$ cat src/rtl/pat_seq_pkg.sv
// Shared state encoding and default widths for the pattern stream sequencer.
package pat_seq_pkg;

  localparam int unsigned ROW_W_DEF = 12;
  localparam int unsigned SUB_W_DEF = 16;
  localparam int unsigned EXP_W_DEF = 24;

  // Sequencer states, kept as plain constants so older tools can consume them.
  typedef logic [2:0] state_t;
  localparam state_t S_IDLE   = 3'd0;
  localparam state_t S_CHECK  = 3'd1;
  localparam state_t S_STREAM = 3'd2;
  localparam state_t S_EXPOSE = 3'd3;
  localparam state_t S_DONE   = 3'd4;

  localparam logic [31:0] STALL_MAX = 32'hFFFF_FFFF;

endpackage

$ cat src/rtl/seq_down_counter.sv
// Loadable down counter used for the row burst and the exposure gap.
// zero: count is 0; last: count is 1, i.e. the next decrement reaches zero.
module seq_down_counter #(
  parameter int unsigned WIDTH = 12
) (
  input  logic             clk,
  input  logic             reset,
  input  logic             load,
  input  logic [WIDTH-1:0] load_val,
  input  logic             dec,
  output logic             zero,
  output logic             last
);

  logic [WIDTH-1:0] count_q;

  // Load has priority over decrement; decrement saturates at zero.
  always_ff @(posedge clk) begin
    if (reset) begin
      count_q <= '0;
    end else if (load) begin
      count_q <= load_val;
    end else if (dec && (count_q != '0)) begin
      count_q <= count_q - WIDTH'(1);
    end
  end

  assign zero = (count_q == '0);
  assign last = (count_q == WIDTH'(1));

endmodule

$ cat src/rtl/pattern_stream_sequencer.sv
// Pattern FIFO readout sequencer for the sensor MSTREAM path.
// Per subframe: wait for a full pattern, stream cfg_rows words, hold an exposure gap.
// Optional feature macro: SEQ_STALL_CNT_EN enables the saturating stall-cycle counter;
// without it stall_cycles is tied to zero.
module pattern_stream_sequencer
  import pat_seq_pkg::*;
#(
  parameter int unsigned ROW_W = ROW_W_DEF,
  parameter int unsigned SUB_W = SUB_W_DEF,
  parameter int unsigned EXP_W = EXP_W_DEF
) (
  input  logic             clk,
  input  logic             reset,
  input  logic             start,
  input  logic             abort,
  input  logic [ROW_W-1:0] cfg_rows,
  input  logic [SUB_W-1:0] cfg_num_sub,
  input  logic [EXP_W-1:0] cfg_exp_cycles,
  input  logic [ROW_W-1:0] fifo_rd_count,
  output logic             stream_en,
  output logic             sub_start,
  output logic [SUB_W-1:0] sub_idx,
  output logic             busy,
  output logic             stalled,
  output logic             frame_done,
  output logic             aborted,
  output logic [31:0]      stall_cycles
);

  state_t           state_q, state_d;
  logic [ROW_W-1:0] rows_q;
  logic [SUB_W-1:0] num_sub_q;
  logic [EXP_W-1:0] exp_q;
  logic [SUB_W-1:0] sub_idx_q;
  logic             stream_en_q, sub_start_q, aborted_q;

  logic latch, row_load, exp_load, sub_inc;
  logic data_ok, last_sub, abort_hit;
  logic row_zero, row_last, exp_zero, exp_last;
  logic row_end, exp_end;

  assign abort_hit = abort && (state_q != S_IDLE);
  // rd_count lags the true fill level, so this compare never under-runs the FIFO.
  assign data_ok   = (fifo_rd_count >= rows_q);
  assign last_sub  = (sub_idx_q == (num_sub_q - SUB_W'(1)));
  // The zero terms only guard against a counter that was never loaded.
  assign row_end   = row_last || row_zero;
  assign exp_end   = exp_last || exp_zero;

  seq_down_counter #(
    .WIDTH (ROW_W)
  ) u_row_cnt (
    .clk      (clk),
    .reset    (reset),
    .load     (row_load),
    .load_val (rows_q),
    .dec      (state_q == S_STREAM),
    .zero     (row_zero),
    .last     (row_last)
  );

  seq_down_counter #(
    .WIDTH (EXP_W)
  ) u_exp_cnt (
    .clk      (clk),
    .reset    (reset),
    .load     (exp_load),
    .load_val (exp_q),
    .dec      (state_q == S_EXPOSE),
    .zero     (exp_zero),
    .last     (exp_last)
  );

  // Next-state decode; abort from any active state overrides the normal flow.
  always_comb begin
    state_d  = state_q;
    latch    = 1'b0;
    row_load = 1'b0;
    exp_load = 1'b0;
    sub_inc  = 1'b0;
    case (state_q)
      S_IDLE: begin
        if (start && !abort) begin
          latch = 1'b1;
          if ((cfg_rows == '0) || (cfg_num_sub == '0)) state_d = S_DONE;
          else                                          state_d = S_CHECK;
        end
      end
      S_CHECK: begin
        if (data_ok) begin
          state_d  = S_STREAM;
          row_load = 1'b1;
        end
      end
      S_STREAM: begin
        if (row_end) begin
          if (exp_q != '0) begin
            state_d  = S_EXPOSE;
            exp_load = 1'b1;
          end else if (last_sub) begin
            state_d = S_DONE;
          end else begin
            state_d = S_CHECK;
            sub_inc = 1'b1;
          end
        end
      end
      S_EXPOSE: begin
        if (exp_end) begin
          if (last_sub) begin
            state_d = S_DONE;
          end else begin
            state_d = S_CHECK;
            sub_inc = 1'b1;
          end
        end
      end
      S_DONE:  state_d = S_IDLE;
      default: state_d = S_IDLE;
    endcase
    if (abort_hit) begin
      state_d = S_IDLE;
      sub_inc = 1'b0;
    end
  end

  // State, latched configuration and subframe index.
  always_ff @(posedge clk) begin
    if (reset) begin
      state_q   <= S_IDLE;
      rows_q    <= '0;
      num_sub_q <= '0;
      exp_q     <= '0;
      sub_idx_q <= '0;
    end else begin
      state_q <= state_d;
      if (latch) begin
        rows_q    <= cfg_rows;
        num_sub_q <= cfg_num_sub;
        exp_q     <= cfg_exp_cycles;
        sub_idx_q <= '0;
      end else if (sub_inc) begin
        sub_idx_q <= sub_idx_q + SUB_W'(1);
      end
    end
  end

  // Registered stream enable and single-cycle status pulses.
  always_ff @(posedge clk) begin
    if (reset) begin
      stream_en_q <= 1'b0;
      sub_start_q <= 1'b0;
      aborted_q   <= 1'b0;
    end else begin
      stream_en_q <= (state_d == S_STREAM);
      sub_start_q <= (state_q == S_CHECK) && (state_d == S_STREAM);
      aborted_q   <= abort_hit;
    end
  end

`ifdef SEQ_STALL_CNT_EN
  logic [31:0] stall_q;

  // Count CHECK cycles that found too little data; saturates rather than wrapping.
  always_ff @(posedge clk) begin
    if (reset) begin
      stall_q <= '0;
    end else if (latch) begin
      stall_q <= '0;
    end else if ((state_q == S_CHECK) && !data_ok && !abort && (stall_q != STALL_MAX)) begin
      stall_q <= stall_q + 32'd1;
    end
  end

  assign stall_cycles = stall_q;
`else
  assign stall_cycles = 32'd0;
`endif

  assign stream_en  = stream_en_q;
  assign sub_start  = sub_start_q;
  assign sub_idx    = sub_idx_q;
  assign busy       = (state_q != S_IDLE);
  assign stalled    = (state_q == S_CHECK);
  assign frame_done = (state_q == S_DONE);
  assign aborted    = aborted_q;

endmodule

$ cat config.mk
export PLATFORM = sky130hd
export DESIGN_NAME = pattern_stream_sequencer
export DESIGN_NICKNAME = d
export VERILOG_FILES = /design/src/rtl/pat_seq_pkg.sv /design/src/rtl/seq_down_counter.sv /design/src/rtl/pattern_stream_sequencer.sv
export SDC_FILE = /design/constraint.sdc
export NUM_CORES = 1
export LEC_CHECK = 0
export CAP_MARGIN = 20
export CELL_PAD_IN_SITES_DETAIL_PLACEMENT = 0
export CELL_PAD_IN_SITES_GLOBAL_PLACEMENT = 2
export CORE_ASPECT_RATIO = 1.25
export CORE_UTILIZATION = 32
export DETAILED_ROUTE_END_ITERATION = 6
export GPL_TIMING_DRIVEN = 1
export PLACE_DENSITY_LB_ADDON = 0.1
export SLEW_MARGIN = 5
export SYNTH_ARGS = -nofsm -noshare
export SYNTH_HDL_FRONTEND = slang
export SYNTH_SLANG_ARGS = --single-unit
$ cat constraint.sdc
create_clock -name clk -period 8.15 [get_ports clk]
set_clock_uncertainty 0.2 [all_clocks]
set_input_delay 1.63 -clock clk [delete_from_list [all_inputs] [get_ports clk]]
set_output_delay 1.63 -clock clk [all_outputs]
set_load 0.005 [all_outputs]
==> flow_metrics.py <==
metrics = {
    "run_status": {
        "status": "complete, but fails checks",
        "violations": "design-rule violations",
    },
    "floorplan": {
        "initial_utilization": 0.325,
        "core_um2": 18700,
        "die_w_um": 125,
        "die_height_um": 156,
        "rows": 56,
        "io_pins": 122,
        "die-area_um2": 19500,
    },
    "clocking": {
        "cts_tree": "built",
        "numCtsBuffers": 9,
        "path_clk_slew_ns": 0.07,
        "cts_root_buffer": "clkbuf_16",
        "clk_latency_ns": 0.36,
        "cts_setup_buffers": 0,
        "hold_buffers": 0,
        "cts_sinks": 110,
        "htree_levels": 3,
        "cts_resized": 0,
        "clockBufferDepth": 2,
    },
    "timing": {
        "setup_viol": 0,
        "slew_headroom": 0.345,
        "final.min_clock_period_ns": 4.20,
        "drv_slew": 0,
        "hold_viol": 0,
        "worst_pin_slew_ns": 0.974,
        "finalCritPeriodShare": 0.516,
        "tns_ns": 0,
        "rsz0062_at_grt": "false",
        "fmax_ghz": 0.238,
    },
    "placed_design": {
        "dp.final_hpwl_um": 12500,
        "gp_congestion": 0.798,
        "dpl_cell_area_um2": 7000,
        "port_buffers": 89,
    },
    "global_route": {
        "grt_pass1_vias": 5507,
        "grt_overflow_total": 0,
        "grt_max_degree": 59,
        "grt_antenna_before_repair": 0,
        "grt.total_usage": 0.185,
        "grt_pass1_wl_um": 28600,
    },
    "worst_setup_path": {
        "cpPeakStageDelay_ns": 0.49,
        "worstPathArrival_ns": 4.21,
        "cp.required_ns": 8.16,
        "crit_chain": "clkdlybuf4s50_1 -> inv_1 -> ha_1 -> nand2b_1 -> a21o_1 -> a21o_1 -> a21oi_1 -> o21ai_0 -> a31oi_1 -> buf_4 -> nand2b_1 -> a2111oi_0",
        "crit_type": "in2reg",
        "crit_path_top_delay_cell": "nand2b_1",
        "critical_path.startpoint_type": "input pin",
        "worst-path-max-fanout": 15,
        "endpoint_kind": "flop",
        "ff2ff_path_depth": 10,
    },
    "layout": {
        "diodes": 0,
        "multi_input_area_um2": 3500,
        "final_common_cell": "nand2_1",
        "regArea_um2": 2200,
        "fin_nets": 924,
        "synthToLayoutAreaGrowth_pct": 20.0,
        "num-fill-cells": 1958,
        "final_cell_mix": "nand2_1, dfxtp_1, a21oi_1",
        "final_layout_size_suffix_gt1_frac": 0.0451,
        "design_area_um2": 7290,
    },
    "detailed_routing": {
        "via_count": 5649,
        "ant_nets": 0,
        "first_pass_iters": 7,
        "avgViaCountPerCell": 5.25,
        "finalWirelength_um": 17400,
        "drc": 10,
        "drtIter0Drc": 241,
        "wl_per_cell_um": 16.2,
    },
    "flow_run": {
        "drv_cap": 0,
    },
    "yosys": {
        "synth.top_cells.by_area": "dfxtp_1, nand2_1, a21oi_1",
        "yosysSeqAreaShare": 0.362,
        "yosys_most_used_dff": "dfxtp_1",
        "synth-warning-count": 0,
        "synth_edf_count": 0,
        "synth_top_area_frac": 0.362,
        "syn_area_per_cell_um2": 7.83,
        "syn_area_um2": 6080,
        "netlist_instances": 776,
        "ys_types": 68,
        "yosys.area.top_type": "dfxtp_1",
        "async_flop_share": 0,
        "synth-seq-cells": 110,
    },
    "power": {
        "powerDensity_nw_per_um2": 193,
        "irDropWorstVdd_v": 0.000117,
        "totalPowerFinal_uw": 1410,
        "p_leak_uw": 0.00262,
    },
    "hold_path": {
        "hold_depth": 2,
        "hold_class": "reg2reg",
    },
}
[Yosys cell counts, drive strengths merged (5+ instances only)]
cell type  instances
or3               16
nand4             10
a211oi            21
or4                9
o311ai             5
o21ai             16
nand2            132
buf               41
xor2              10
nand3             18
nor2              44
inv               24
nor3b              6
nor3              27
a31oi              7
and3               6
ha                18
nand2b             5
dfxtp            110
o211ai             6
clkbuf            32
nor4              26
xnor2             28
a21oi             93
mux2i              5
[sequential cells by signal, summed over array words and instances (netlist names)]
signal	flops
u_exp_cnt.count_q	24
num_sub_q	16
rows_q	12
stream_en	1
sub_idx	16
sub_start	1
u_row_cnt.count_q	12
exp_q	24
aborted	1
state_q	3
[through the flow]
step / setup WS [ns] / utilization / cells / hold WS (ns)
global route: 3.66 / 0.390 / 1075 / 0.272
floorplan: 4.33 / - / 807 / 0.236
CTS: 3.93 / 0.390 / 1075 / 0.258
detailed placement: 3.57 / 0.374 / 1059 / 0.248
finish: 3.95 / 0.390 / 1075 / 0.255
global placement: 3.61 / 0.374 / 1059 / 0.243
[layer usage]
metal  track usage  routed length, um  share of wire  vias up
met4        0.0668                295          0.017        0
li1              -                  -              -     2839
met1         0.220               7650           0.44     2677
met5             0                  0              0        -
met2         0.336               8860           0.51      111
met3        0.0288                627          0.036       22
[cells by family after synthesis]
logic type      after synthesis  synth area share
simple gates                322             0.260
compound gates              184             0.193
flops                       110             0.362
buf+inv                      97            0.0815
xor+xnor                     38            0.0548
fa+ha+maj                    18            0.0371
mux                           6            0.0101
other cells                   1          0.000617
[where the power goes]
group / leakage (uW) / internal (uW) / switching (uW) / total [uW]
sequential: 0.000893 / 576 / 40.9 / 617
combinational: 0.00159 / 148 / 191 / 339
clock: 0.000143 / 238 / 211 / 449
[final cells by class]
class                      instances  share of cell area
sequential                       110               0.302
clock buffer                      10              0.0314
clock inverter                     6             0.00841
multi-input combinational        600               0.480
tap                              232              0.0398
inverter                          24              0.0124
timing repair buffer              93               0.126
[worst paths after layout]
check,start,end,slack [ns]
max,fifo_rd_count[0],stream_en,3.95
min reg2reg,rows_q[2],rows_q[2],0.25
max reg2reg,num_sub_q[0],sub_idx[15],4.31
min,rows_q[2],rows_q[2],0.25
[critical path, delay by kind of cell]
kind	cells	cell delay, ns
AO/OA/AOI/OAI	6	0.97
buffers and inverters	3	0.72
adder cells (fa/ha/maj)	1	0.27
AND/OR/NAND/NOR	2	0.63
(Power assumes the default switching activity.)
